<file path="src/rtl/disp_mux_scan_if.sv">
// Bus bundle for the multiplexed 7-segment scan controller.
// The master drives the display word; the slave returns the scan outputs.
interface disp_mux_scan_if #(
    parameter int N_DIGITS = 4
);
    localparam int IDXW = $clog2(N_DIGITS);

    logic                  load;
    logic [4*N_DIGITS-1:0] hex_in;
    logic [N_DIGITS-1:0]   dp_in;
    logic [N_DIGITS-1:0]   blank_in;
    logic                  lz_en;
    logic [N_DIGITS-1:0]   an;
    logic [3:0]            hex_out;
    logic                  dp_out;
    logic [IDXW-1:0]       digit_idx;
    logic                  frame_tick;

    modport master (
        output load, hex_in, dp_in, blank_in, lz_en,
        input  an, hex_out, dp_out, digit_idx, frame_tick
    );

    modport slave (
        input  load, hex_in, dp_in, blank_in, lz_en,
        output an, hex_out, dp_out, digit_idx, frame_tick
    );
endinterface

</file>
<file path="src/rtl/disp_mux_scan.sv">
// Scan controller for a common-anode multi-digit 7-segment display.
// Double-buffered word, per-slot guard interval, leading-zero suppression.
module disp_mux_scan #(
    parameter int N_DIGITS    = 4,
    parameter int DIGIT_TICKS = 50000,
    parameter int GUARD_TICKS = 500
) (
    input  logic            clk,
    input  logic            reset_n,
    disp_mux_scan_if.slave  bus
);
    localparam int IDXW = $clog2(N_DIGITS);
    localparam int TW   = $clog2(DIGIT_TICKS);
    localparam int NW   = 4 * N_DIGITS;

    typedef enum logic {PH_GUARD, PH_ON} phase_e;

    logic [TW-1:0]       tick_q, tick_d;
    logic [IDXW-1:0]     idx_q, idx_d;
    logic [NW-1:0]       act_hex_q, pend_hex_q;
    logic [N_DIGITS-1:0] act_dp_q, pend_dp_q;
    logic [N_DIGITS-1:0] act_blank_q, pend_blank_q;
    logic                pend_v_q;
    logic [N_DIGITS-1:0] an_q, an_d;
    logic [3:0]          hex_q, hex_d;
    logic                dp_q, dp_d;
    logic [IDXW-1:0]     didx_q;
    logic                ft_q, ft_d;

    logic                last_tick, last_idx, commit;
    logic [N_DIGITS-1:0] supp, sel;
    logic                all_zero, cur_dp, cur_dark;
    phase_e              phase;

    always_comb begin
        last_tick = (tick_q == TW'(DIGIT_TICKS - 1));
        last_idx  = (idx_q == IDXW'(N_DIGITS - 1));
        commit    = last_tick & last_idx & pend_v_q;
        tick_d    = last_tick ? '0 : tick_q + 1'b1;
        idx_d     = idx_q;
        if (last_tick) begin
            idx_d = last_idx ? '0 : idx_q + 1'b1;
        end
        phase = (int'(tick_q) < GUARD_TICKS) ? PH_GUARD : PH_ON;
    end

    // A digit is suppressed when it and every higher nibble are zero.
    always_comb begin
        supp     = '0;
        all_zero = 1'b1;
        for (int i = N_DIGITS - 1; i >= 0; i--) begin
            all_zero = all_zero & (act_hex_q[4*i +: 4] == 4'h0);
            supp[i]  = bus.lz_en & all_zero & (i != 0);
        end
    end

    always_comb begin
        sel      = '0;
        hex_d    = 4'h0;
        cur_dp   = 1'b0;
        cur_dark = 1'b0;
        for (int i = 0; i < N_DIGITS; i++) begin
            if (idx_q == IDXW'(i)) begin
                sel[i]   = 1'b1;
                hex_d    = act_hex_q[4*i +: 4];
                cur_dp   = act_dp_q[i];
                cur_dark = act_blank_q[i] | supp[i];
            end
        end
        an_d = '1;
        if (phase == PH_ON && !cur_dark) begin
            an_d = ~sel;
        end
        dp_d = cur_dark | ~cur_dp;
        ft_d = (idx_q == '0) && (tick_q == '0);
    end

    always_ff @(posedge clk or negedge reset_n) begin
        if (!reset_n) begin
            tick_q <= '0;
            idx_q  <= '0;
            an_q   <= '1;
            hex_q  <= 4'h0;
            dp_q   <= 1'b1;
            didx_q <= '0;
            ft_q   <= 1'b0;
        end else begin
            tick_q <= tick_d;
            idx_q  <= idx_d;
            an_q   <= an_d;
            hex_q  <= hex_d;
            dp_q   <= dp_d;
            didx_q <= idx_q;
            ft_q   <= ft_d;
        end
    end

    // Load beats the commit clear, so a word landing on the frame edge waits one frame.
    always_ff @(posedge clk or negedge reset_n) begin
        if (!reset_n) begin
            act_hex_q    <= '0;
            act_dp_q     <= '0;
            act_blank_q  <= '0;
            pend_hex_q   <= '0;
            pend_dp_q    <= '0;
            pend_blank_q <= '0;
            pend_v_q     <= 1'b0;
        end else begin
            if (commit) begin
                act_hex_q   <= pend_hex_q;
                act_dp_q    <= pend_dp_q;
                act_blank_q <= pend_blank_q;
            end
            if (bus.load) begin
                pend_hex_q   <= bus.hex_in;
                pend_dp_q    <= bus.dp_in;
                pend_blank_q <= bus.blank_in;
                pend_v_q     <= 1'b1;
            end else if (commit) begin
                pend_v_q <= 1'b0;
            end
        end
    end

    assign bus.an         = an_q;
    assign bus.hex_out    = hex_q;
    assign bus.dp_out     = dp_q;
    assign bus.digit_idx  = didx_q;
    assign bus.frame_tick = ft_q;
endmodule

</file>
<file path="src/flat_wrapper.sv">
// flat-port wrapper written by rule: the top's interface ports become plain ports
module disp_mux_scan_flat 
#(
    parameter int N_DIGITS    = 4,
    parameter int DIGIT_TICKS = 50000,
    parameter int GUARD_TICKS = 500
)
  (clk, reset_n, bus_load, bus_hex_in, bus_dp_in, bus_blank_in, bus_lz_en, bus_an, bus_hex_out, bus_dp_out, bus_digit_idx, bus_frame_tick);
  disp_mux_scan_if #(.N_DIGITS(N_DIGITS)) bus_i ();
  input  logic clk;
  input  logic reset_n;
  input wire logic [$bits(bus_i.load)-1:0] bus_load;
  input wire logic [$bits(bus_i.hex_in)-1:0] bus_hex_in;
  input wire logic [$bits(bus_i.dp_in)-1:0] bus_dp_in;
  input wire logic [$bits(bus_i.blank_in)-1:0] bus_blank_in;
  input wire logic [$bits(bus_i.lz_en)-1:0] bus_lz_en;
  output wire logic [$bits(bus_i.an)-1:0] bus_an;
  output wire logic [$bits(bus_i.hex_out)-1:0] bus_hex_out;
  output wire logic [$bits(bus_i.dp_out)-1:0] bus_dp_out;
  output wire logic [$bits(bus_i.digit_idx)-1:0] bus_digit_idx;
  output wire logic [$bits(bus_i.frame_tick)-1:0] bus_frame_tick;
  assign bus_i.load = bus_load;
  assign bus_i.hex_in = bus_hex_in;
  assign bus_i.dp_in = bus_dp_in;
  assign bus_i.blank_in = bus_blank_in;
  assign bus_i.lz_en = bus_lz_en;
  assign bus_an = bus_i.an;
  assign bus_hex_out = bus_i.hex_out;
  assign bus_dp_out = bus_i.dp_out;
  assign bus_digit_idx = bus_i.digit_idx;
  assign bus_frame_tick = bus_i.frame_tick;
  disp_mux_scan #(.N_DIGITS(N_DIGITS), .DIGIT_TICKS(DIGIT_TICKS), .GUARD_TICKS(GUARD_TICKS)) u_core (.clk(clk), .reset_n(reset_n), .bus(bus_i));
endmodule
</file>
<file path="config.mk">
export PLATFORM = sky130hd
export DESIGN_NAME = disp_mux_scan_flat
export DESIGN_NICKNAME = d
export VERILOG_FILES = /design/src/rtl/disp_mux_scan_if.sv /design/src/rtl/disp_mux_scan.sv /design/src/flat_wrapper.sv
export SDC_FILE = /design/constraint.sdc
export NUM_CORES = 1
export LEC_CHECK = 0
export CAP_MARGIN = 25
export CORE_MARGIN = 2
export CORE_UTILIZATION = 45
export CTS_CLUSTER_SIZE = 12
export DETAILED_ROUTE_END_ITERATION = 8
export PLACE_DENSITY = 0.69
export REMOVE_ABC_BUFFERS = 1
export SETUP_SLACK_MARGIN = 0.3
export SYNTH_ARGS = -nofsm -noshare
export SYNTH_HDL_FRONTEND = slang
export SYNTH_SLANG_ARGS = --single-unit
</file>
<file path="constraint.sdc">
create_clock -name clk -period 2.8 [get_ports clk]
set_clock_uncertainty 0.15 [all_clocks]
set_input_delay 0.84 -clock clk [delete_from_list [all_inputs] [get_ports clk]]
set_output_delay 0.84 -clock clk [all_outputs]
set_load 0.02 [all_outputs]
</file>
After elaboration in Yosys (flattened, before gate mapping)
Index checks and enable logic that the tools add are counted.

Bits in registers: 79. Output and inout bits: 12.

Add/sub/neg operators: 2. $lt $le $gt $ge: 1. Eq/ne operators: 4. Muxes and demuxes: 22. Bitwise operators: 13. Reduce and logical (&&, ||, !) cells: 9.

Operators with widths (count): two-way mux 4 bit (5); adder 16 x 1 -> 16 bit (second input constant) (1); equality test 16 bit (second input constant) (1); zero test 16 bit (1); less-than comparator 16 x 9 -> 1 bit (second input constant) (1); two-way mux 16 bit (1); two-way mux 1 bit (15); zero test 4 bit (3); bitwise AND 1 bit (7); equality test 2 bit (second input constant) (2); NOT 4 bit (1); bitwise OR 1 bit (4); adder 2 x 1 -> 2 bit (second input constant) (1); equality test 2 x 1 -> 1 bit (second input constant) (1); logical AND 1 bit (2); zero test 2 bit (1); two-way mux 2 bit (1); nonzero test 2 bit (1); zero test 1 bit (1); NOT 1 bit (1).

Logic depth before layout (Yosys ltp)
Gate-level depths: netlist of the first run.

Depth in word-level cells: 11. Gate-level depth with buffers: 7. Depth with buffers taken out: 6.

Least setup slack after synthesis of the first run
Ideal clock, no wire load.

Path kind: reg-to-reg. Start: reg u_core.tick_q[0]. End: reg u_core.act_blank_q[0]. Library setup time: 0.125 ns. Arrival time: 1.795 ns. Required time: 2.525 ns. Path slack: 0.730 ns. Stages on the path, launching flop included: 8. Cells stage by stage: dfrtp_1 > ha_1 > and3_1 > buf_4 > nand4_4 > nor3_4 > buf_6 > mux2_4.

Word-level cells in the longest chain between the ends: 3.

RTL lines: start, declared (line disp_mux_scan.sv:18) `logic [TW-1:0] tick_q, tick_d;`; start signal, assigned (line disp_mux_scan.sv:88) `tick_q <= tick_d;`; equality test 16 bit (line disp_mux_scan.sv:36) `last_tick = (tick_q == TW'(DIGIT_TICKS - 1));`; bitwise AND 1 bit (2 in series) (line disp_mux_scan.sv:38) `commit = last_tick & last_idx & pend_v_q;`; end signal, assigned (line disp_mux_scan.sv:112) `act_blank_q <= pend_blank_q;`; end, declared (line disp_mux_scan.sv:22) `logic [N_DIGITS-1:0] act_blank_q, pend_blank_q;`.

No other way between the ends. A chain may end at the register's enable or synchronous reset.

Final worst setup path of the first run
Start: reg u_core.an_q[0], in the netlist u_core.bus.an[0]. End: out bus_an[0].

RTL lines: start, declared (line disp_mux_scan.sv:24) `logic [N_DIGITS-1:0] an_q, an_d;`; start signal, assigned (line disp_mux_scan.sv:90) `an_q <= an_d;`; end, declared (line flat_wrapper.sv:17) `output wire logic [$bits(bus_i.an)-1:0] bus_an;`.

No word-level cell between the ends.

==> run metrics, run 1 <==
Setup violations, final=0; Layout Utilization=roughly 56%; delay-heaviest family, CP=buffers and inverters; Required @ worst endpoint=~1800 ps; critical path's slowest cell=clkdlybuf4s50_1; Core Footprint=~7300 um^2; vias in the first global route=2174; Peak VDD IR=~0.00036 V; Die Y=about 91 um; busiest grt layer=met2; Post-CTS Setup Repair Bufs=0; Worst Path Max Fanout=1; CTS tree=built; post-route insts no fill=approximately 400; antenna violations before repair=0; routing usage on met1=between 20% and 30%; Setup crit end kind=output port; CTS Buf Count=9; Hold Vio Cnt, Final=0; clk_lat worst skew=360 ps; status=completed; yosys synthesis warning count=0; Primary FF master, synth=dfrtp_1; worst slack at placement=513 ps; Yosys reg bits=between 70 and 80; Critical Path Source Type=flop; Antenna Cells=0; HP Class=in -> async; FMAX=roughly 410 MHz; Pins Over Slew Limit=0; H-tree Lvls=3; Crit Path Class=reg -> out; Yosys top cell by area=dfrtp_1; gp weighted congestion=0.832; sequential area share after synthesis=58.0%; post-synthesis cell area=3420 um^2; Final period util=around 88%; DR vias=around 2100; area grow syn2layout=20.5%; crit path buf inv count=1; die area=8310 um^2; WHS=around 240 ps; Starting Density=46.9%; RSZ-0062 raised after global routing=false; root buffer selected by CTS=clkbuf_8; Area contributors post-synth=dfrtp_1 54%, mux2_2 12%, mux2_4 4.4%, dfstp_2 3.8%, ha_1 2.2%; DRT iter0 DRCs=140; Detail Route Antenna Nets=0; overall die width=~91 um; Tmin final=2450 ps; Yosys cell types=44; relative slew slack=71.3%; # DRC=0; Sink Count=79; drt pass-1 iters=4; number of flops mapped to enable cells by yosys=0; syn_area_per_cell=around 13 um^2; leakage=~1.8 nW; met3 Track Usage GR=approximately 5.2%; Worst-path clk slew=~90 ps; clock buffer depth=2; WL per Instance=around 15 um; Nets=between 300 and 400; global-route wire length before repair=between 10000 and 15000 um; Mapped Cells=around 260; post-DP HPWL=approximately 4200 um; gr usage total=16.3%; max-cap violations=0; power per cell area=around 510 nW/um^2; port buffer count=39; CP peak stage delay=590 ps; Overflow after GRT=0; total wire length=around 6100 um; met2 Use GR=about a quarter; I/O Pins=40; final worst slack=346 ps; Setup TNS=0 ps; post-synth top area share=54.2%; standard-cell rows=31; crit path DAT=roughly 1500 ps; Via density=approximately 5.2; largest net degree at the start of global routing=52; worst-margin pin slew=roughly 430 ps; fraction of layout cells with a size suffix above 1=26.1%; worst-path cell chain=clkdlybuf4s50_1; Synth async-reset ratio=between 90% and 100%; Post-Place Cells=389
what timing repair did:
action	4_1_cts	5_1_grt
endpoints found under the hold margin	0	0
setup endpoints to repair	0	2
hold buffers	0	0
gates resized for setup	0	2
metal layers:
| layer | wire, um | up-vias |
|---|---|---|
| li1 | - | 1003 |
| met1 | 2810 | 1052 |
| met2 | 2940 | 42 |
| met3 | 265 | 10 |
| met4 | 74 | 0 |
| met5 | 0 | - |
state kept, by name, indices dropped and copies added (netlist names):
signal and count:
u_core.pend_dp_q 4, u_core.act_hex_q 16, u_core.bus.frame_tick 1, u_core.pend_hex_q 16, u_core.bus.an 4, u_core.pend_blank_q 4
u_core.bus.hex_out 4, u_core.bus.dp_out 1, u_core.bus.digit_idx 2, u_core.tick_q 16, u_core.act_blank_q 4, u_core.idx_q 2
u_core.pend_v_q 1, u_core.act_dp_q 4
area by class of cell:
class	count	area (um^2)
clock buffer	9	124
clock inverter	7	60.1
fill	638	3170
inverter	6	22.5
multi-input combinational	160	1360
sequential	79	1980
tap	99	124
timing repair buffer	45	450
cells in the final DEF, fill, tap and decap left out, drive strengths merged, types with 2 or more instances in the layout:
cell type / instances
and4: 2
xor2: 6
o21ai: 2
o31ai: 7
nand2: 13
clkdlybuf4s50: 36
nor2b: 7
mux2: 49
nand3: 8
and2: 2
xnor2: 6
nand4: 8
clkbuf: 9
and3: 4
buf: 7
dlymetal6s2s: 2
nor3: 4
inv: 11
a21oi: 2
nor4: 5
dfrtp: 74
a221oi: 5
o211ai: 2
ha: 6
nor2: 11
nand2b: 2
dfstp: 5
worst paths after layout:
kind,depth (start not counted),from,to,slack [ps]
hold reg to reg,0,u_core.idx_q[1],u_core.bus.digit_idx[1],350
max in group asynchronous,2,reset_n,u_core.bus.an[2],1620
min in group clk,0,u_core.idx_q[1],u_core.bus.digit_idx[1],350
setup / recovery,1,u_core.bus.an[0],bus_an[0],350
setup reg to reg,6,u_core.tick_q[0],u_core.act_hex_q[8],560
hold / removal,1,reset_n,u_core.pend_hex_q[11],240
cell families (layout without fill, tap and decap cells):
group | after synthesis | count (layout) | share of synthesized area (%)
and+or+nand+nor | 70 | 70 | 12.1
DFF | 79 | 79 | 58.0
AOI/OAI and AO/OA | 23 | 23 | 5.05
xor gates and xnor gates | 12 | 12 | 3.08
adders and majority gates | 6 | 6 | 2.20
buffers and inverters | 16 | 67 | 2.31
muxes | 49 | 49 | 17.2
power by group:
group / internal (W) / total (W) / switching (W)
clock network: 0.000339 / 0.000788 / 0.000449
registers: 0.00117 / 0.00119 / 0.0000184
logic: 0.0000676 / 0.000109 / 0.0000416
stage by stage:
step                      instance area (um^2)  total power [W]
after detailed placement                  3930          0.00133
final                                     4120          0.00209
after CTS                                 4110          0.00211
after global routing                      4120          0.00219
after global placement                    3930          0.00132
after floorplan                           3360          0.00125
synthesized netlist by cell type, types with 2 or more instances:
cell and instances:
a21oi_1 2, a221oi_1 5, and3_1 4, and4_1 2
buf_1 2, buf_6 2, clkbuf_1 5, dfrtp_1 74
dfstp_2 5, ha_1 6, inv_1 6, mux2_1 2
mux2_2 37, mux2_4 10, nand2_1 12, nand2b_1 2
nand3_1 8, nand4_1 7, nor2_1 10, nor2b_1 7
nor3_1 3, nor4_1 4, o211ai_1 2, o21ai_0 2
o31ai_1 7, xnor2_1 6, xor2_1 6
worst reg2reg max path, cell delays in order, from the launching register on:
cell	delay, ps
dfrtp_1	410
ha_1	220
and3_1	310
nand4_4	180
nor3_4	210
buf_4	280
mux2_2	370
Note: power is estimated with default switching activity, not from simulation.
==> run 2, diff against run 1 <==
--- a/config.mk
+++ b/config.mk
@@ -7,10 +7,10 @@
 export LEC_CHECK = 0
 export CAP_MARGIN = 25
 export CORE_MARGIN = 2
-export CORE_UTILIZATION = 45
+export CORE_UTILIZATION = 50
 export CTS_CLUSTER_SIZE = 12
 export DETAILED_ROUTE_END_ITERATION = 8
-export PLACE_DENSITY = 0.69
+export PLACE_DENSITY = 0.76
 export REMOVE_ABC_BUFFERS = 1
 export SETUP_SLACK_MARGIN = 0.3
 export SYNTH_ARGS = -nofsm -noshare
==> constraint.sdc (replaced) <==
create_clock -name clk -period 3.1 [get_ports clk]
set_clock_uncertainty 0.15 [all_clocks]
set_input_delay 0.93 -clock clk [delete_from_list [all_inputs] [get_ports clk]]
set_output_delay 0.93 -clock clk [all_outputs]
set_load 0.02 [all_outputs]
==> run metrics, run 2 (synthesized netlist as in run 1, its figures left out) <==
Worst path depth=1 (unchanged); Required @ worst endpoint=2020 ps (was 1810 ps); hold buffer count at cts=0 (unchanged); Critical Path Source Type=flop (unchanged); placed inst area=3880 um^2 (was 3930 um^2); Antenna Cells=0 (unchanged); Final period util=approximately 82%; WL per Instance=15.8 um (was 15.0 um); Sink Count=79 (unchanged); Comb pwr share=5.2% (about the same); R2R cell count=6 (unchanged); Setup crit end kind=output port (unchanged); root buffer selected by CTS=clkbuf_8 (unchanged); CTS tree=built (unchanged); most common cell after layout, fill and taps aside=dfrtp_1 (unchanged); overall die width=86.7 um (was 91.1 um); Worst Path Max Fanout=1 (unchanged); RSZ-0062 raised after global routing=false (unchanged); Overflow after GRT=0 (unchanged); # DRC=0 (unchanged); overall power=0.00190 W (was 0.00209 W); crit path buf inv count=1 (unchanged); Hold Vio Cnt, Final=0 (unchanged); delay-heaviest family, CP=buffers and inverters (unchanged); worst-path cell chain=clkdlybuf4s50_1 (unchanged); post-DP HPWL=4130 um (was 4230 um); antenna violations before repair=0 (unchanged); power per cell area=465 nW/um^2 (was 508 nW/um^2); status=completed (unchanged); leakage=1.82 nW (was 1.83 nW); DR vias=2111 (was 2107); Setup TNS=0 ps (unchanged); drt pass-1 iters=4 (unchanged); Peak VDD IR=0.000243 V (was 0.000364 V); Tmin final=2550 ps; I/O Pins=40 (unchanged); Via density=5.51 (was 5.20); Largest regs=u_core.act_hex_q x16, u_core.pend_hex_q x16, u_core.tick_q x16 (unchanged); total wire length=6060 um (was 6080 um); Hold Crit Depth=0; Psw=0.000417 W (was 0.000510 W); relative slew slack=63.6% (was 71.3%); commonest cells after routing, fill and taps aside=74 x dfrtp_1, 38 x clkdlybuf4s50_1, 37 x mux2_2 (was 74 x dfrtp_1, 37 x mux2_2, 36 x clkdlybuf4s50_1); clock share of power=37.9% (was 37.7%); worst-margin pin slew=547 ps (was 427 ps); CTS Buf Count=9 (unchanged); clk_lat worst skew=340 ps (was 360 ps); Int Pwr=0.00148 W (was 0.00158 W); Seq pwr share=56.9% (was 57.1%); Starting Density=50.9% (was 46.9%); gp weighted congestion=0.810 (was 0.832); HP Class=reg -> reg (was in -> async); Pins Over Slew Limit=0 (unchanged); max-cap violations=0 (unchanged); fraction of layout cells with a size suffix above 1=25.4% (was 26.1%); final instance area=4080 um^2 (was 4120 um^2); critical path's slowest cell=clkdlybuf4s50_1 (unchanged); Crit Path Class=reg -> out (unchanged); CTS resizes=0 (unchanged); Nets=332 (was 335); largest net degree at the start of global routing=48 (was 52); Post-CTS Setup Repair Bufs=0 (unchanged); global-route wire length before repair=10500 um (was 10600 um); FMAX=a little under 400 MHz; standard-cell rows=30 (was 31); DRT iter0 DRCs=144 (was 140); Core Footprint=6720 um^2 (was 7290 um^2); Detail Route Antenna Nets=0 (unchanged); crit path DAT=1470 ps (was 1460 ps); H-tree Lvls=3 (unchanged); CP peak stage delay=590 ps (about the same); gr usage total=18.3% (was 16.3%); port buffer count=39 (unchanged); Worst-path clk slew=80 ps (was 90 ps); die area=7510 um^2 (was 8310 um^2); Die Y=86.7 um (was 91.1 um); area grow syn2layout=19.3% (was 20.5%); vias in the first global route=2071 (was 2174); switch share=22.0% (was 24.4%); clock buffer depth=2 (unchanged); Setup violations, final=0 (unchanged)
[run 2: cell count changes in the layout (fill, tap and decap cells not counted)]
cell	previous run	this run
buf_4	6	3
clkdlybuf4s50_1	36	38
clkinvlp_4	1	2
dlymetal6s2s_1	2	0
inv_6	5	0
clkinv_2	0	1
clkbuf_8	9	12
[run 2: final timing paths]
path	from	to	slack (ps)
max reg2reg	u_core.tick_q[0]	u_core.act_blank_q[3]	750
min in group asynchronous	reset_n	u_core.pend_hex_q[6]	370
max	u_core.bus.an[2]	bus_an[2]	550
min	u_core.idx_q[0]	u_core.bus.digit_idx[0]	330
max in group asynchronous	reset_n	u_core.tick_q[5]	1840
min reg2reg	u_core.idx_q[0]	u_core.bus.digit_idx[0]	330
[run 2: layout make-up]
type                       count  area [um^2]
tap                           80          100
clock buffer                  12          165
timing repair buffer          42          423
inverter                       6         22.5
sequential                    79         1980
multi-input combinational    160         1360
fill                         526         2640
clock inverter                 4         28.8
[run 2: metrics by stage]
stage	util (%)	hold slack [ps]	cells	worst slack, ps
2_1_floorplan	-	266	245	593
3_3_place_gp	57.8	291	367	761
3_5_place_dp	57.8	309	367	727
4_1_cts	60.7	326	383	539
5_1_grt	60.7	343	383	519
6_report	60.7	334	383	554
[run 2: power by group through the flow]
| stage | combinational (W) | sequential (W) | clock [W] |
|---|---|---|---|
| final | 0.0000990 | 0.00108 | 0.000719 |
| after global routing | 0.000110 | 0.00108 | 0.000787 |
| after CTS | 0.000101 | 0.00108 | 0.000733 |
| after detailed placement | 0.000101 | 0.00110 | 0 |
| after global placement | 0.0000978 | 0.00110 | 0 |
| after floorplan | 0.0000346 | 0.00109 | 0 |
[run 2: routing by layer]
layer | part of all wire [%] | global-route usage, % | vias to the layer above | wire (um)
li1 | - | - | 1004 | -
met1 | 49 | 27.1 | 1039 | 2960
met2 | 46 | 26.3 | 60 | 2790
met3 | 3.8 | 3.52 | 8 | 233
met4 | 1.3 | 8.10 | 0 | 77
met5 | 0 | 0 | - | 0
==> run 3, diff against run 2 <==
==> constraint.sdc (replaced) <==
create_clock -name clk -period 2.45 [get_ports clk]
set_clock_uncertainty 0.15 [all_clocks]
set_input_delay 0.735 -clock clk [delete_from_list [all_inputs] [get_ports clk]]
set_output_delay 0.735 -clock clk [all_outputs]
set_load 0.02 [all_outputs]
==> run metrics, run 3 (synthesized netlist as in run 1, its figures left out) <==
status=completed (unchanged); I/O Pins=40 (unchanged); Tmin final=2100 ps; Critical Path Source Type=flop (unchanged); hold buffer count at cts=0 (unchanged); Via density=5.54 (was 5.51); Required @ worst endpoint=2530 ps (was 2020 ps); global-route wire length before repair=10200 um (was 10500 um); worst-path cell chain=nor4_4 -> nand2_2 -> nor3_4 -> buf_12 -> clkbuf_16 -> mux2_2 (was clkdlybuf4s50_1); Pins Over Slew Limit=0 (unchanged); final instance area=4280 um^2 (was 4080 um^2); max-cap violations=0 (unchanged); worst-margin pin slew=392 ps (was 547 ps); leakage=1.95 nW (was 1.82 nW); RSZ-0062 raised after global routing=false (unchanged); Starting Density=50.9% (unchanged); most common cell after layout, fill and taps aside=dfrtp_1 (unchanged); Core Footprint=6720 um^2 (unchanged); standard-cell rows=30 (unchanged); Largest regs=u_core.act_hex_q x16, u_core.pend_hex_q x16, u_core.tick_q x16 (unchanged); area grow syn2layout=25.3% (was 19.3%); total wire length=6320 um (was 6060 um); overall power=0.00252 W (was 0.00190 W); gr usage total=17.9% (was 18.3%); Post-Place Cells=370 (was 367); critical path's slowest cell=dfrtp_2 (was clkdlybuf4s50_1); relative slew slack=73.8% (was 63.6%); FMAX=between 400 and 500 MHz; die area=7510 um^2 (unchanged); Setup crit end kind=flop (was output port); commonest cells after routing, fill and taps aside=72 x dfrtp_1, 37 x mux2_2, 26 x clkdlybuf4s50_1 (was 74 x dfrtp_1, 38 x clkdlybuf4s50_1, 37 x mux2_2); Worst Path Max Fanout=6 (was 1); root buffer selected by CTS=clkbuf_8 (unchanged); worst r2r dst=u_core.act_hex_q[7] (was u_core.act_blank_q[3]); post-route insts no fill=396 (was 383); CTS tree=built (unchanged); Antenna Cells=0 (unchanged); R2R setup slack=350 ps (was 750 ps); fraction of layout cells with a size suffix above 1=29.7% (was 25.4%); Nets=345 (was 332); post-DP HPWL=4110 um (was 4130 um); Worst-path clk slew=80 ps (about the same); DR vias=2192 (was 2111); DRT iter0 DRCs=121 (was 144); Detail Route Antenna Nets=0 (unchanged); Hold Vio Cnt, Final=0 (unchanged); largest net degree at the start of global routing=80 (was 48); placed inst area=3930 um^2 (was 3880 um^2); HP Class=in -> async (was reg -> reg); Setup violations, final=0 (unchanged); vias in the first global route=2146 (was 2071); H-tree Lvls=3 (unchanged); power per cell area=589 nW/um^2 (was 465 nW/um^2); antenna violations before repair=0 (unchanged); gp weighted congestion=0.846 (was 0.810); clk_lat worst skew=350 ps (was 340 ps); Peak VDD IR=0.000338 V (was 0.000243 V); WHS=256 ps (was 334 ps); WL per Instance=16.0 um (was 15.8 um); worst reg2reg startpoint=u_core.tick_q[13] (was u_core.tick_q[0]); Die Y=86.7 um (unchanged); port buffer count=39 (unchanged); CTS Buf Count=9 (unchanged); overall die width=86.7 um (unchanged); crit path DAT=2180 ps (was 1470 ps); Critical Path Source=u_core.tick_q[13] (was u_core.bus.an[2]); drt pass-1 iters=4 (unchanged); Final period util=85.6%; Overflow after GRT=0 (unchanged); # DRC=0 (unchanged); Crit Path Class=reg -> reg (was reg -> out); Sink Count=79 (unchanged); CP peak stage delay=450 ps (was 590 ps); clock buffer depth=2 (unchanged); R2R cell count=6 (unchanged)
[run 3: report_power, final]
group          total, W  switching (W)  internal (W)
Sequential      0.00137      0.0000223       0.00134
Clock           0.00103       0.000461      0.000570
Combinational  0.000127      0.0000478     0.0000796
Total           0.00252       0.000531       0.00199
[run 3: worst max-delay path, delay by kind of cell (launching register included)]
family,cells,cell delay (ps)
buf+inv,2,300
flops,1,450
mux,1,320
simple gates,3,760
[run 3: routing by layer]
metal | part of all wire [%] | global-route usage (%)
met1 | 47 | 24.4
met2 | 47 | 27.1
met3 | 3.7 | 3.52
met5 | 0 | 0
met4 | 2.4 | 9.38
[run 3: worst max path at each step]
stage	end	slack (ps)	cells after the start
global placement	u_core.act_hex_q[7]	340	6
detailed placement	u_core.act_hex_q[2]	290	6
CTS	bus_digit_idx[1]	300	1
global route	u_core.act_hex_q[10]	290	6
floorplan	u_core.act_blank_q[3]	-60	5
finish	u_core.act_hex_q[7]	350	6
[run 3: layout make-up]
type                            count  area (um^2)
Timing Repair Buffer               55          586
Inverter                            6         22.5
Tap cell                           80          100
Clock buffer                       10          128
Fill cell                         509         2440
Multi-Input combinational cell    160         1380
Sequential cell                    79         1990
Clock inverter                      6         85.1
[run 3: through the flow]
stage / utilization [%] / worst slack (ps) / TNS [ps]
final: 63.7 / 354 / 0
after global routing: 63.7 / 287 / 0
after CTS: 61.5 / 301 / 0
after detailed placement: 58.5 / 286 / 0
after global placement: 58.5 / 339 / 0
after floorplan: - / -56.8 / -736
[run 3: timing repair]
| action | CTS | global route |
|---|---|---|
| pin swaps | 0 | 3 |
| resized for setup | 12 | 7 |
| gates cloned | 0 | 3 |
| setup endpoints to repair | 25 | 28 |
| buffers inserted | 0 | 7 |
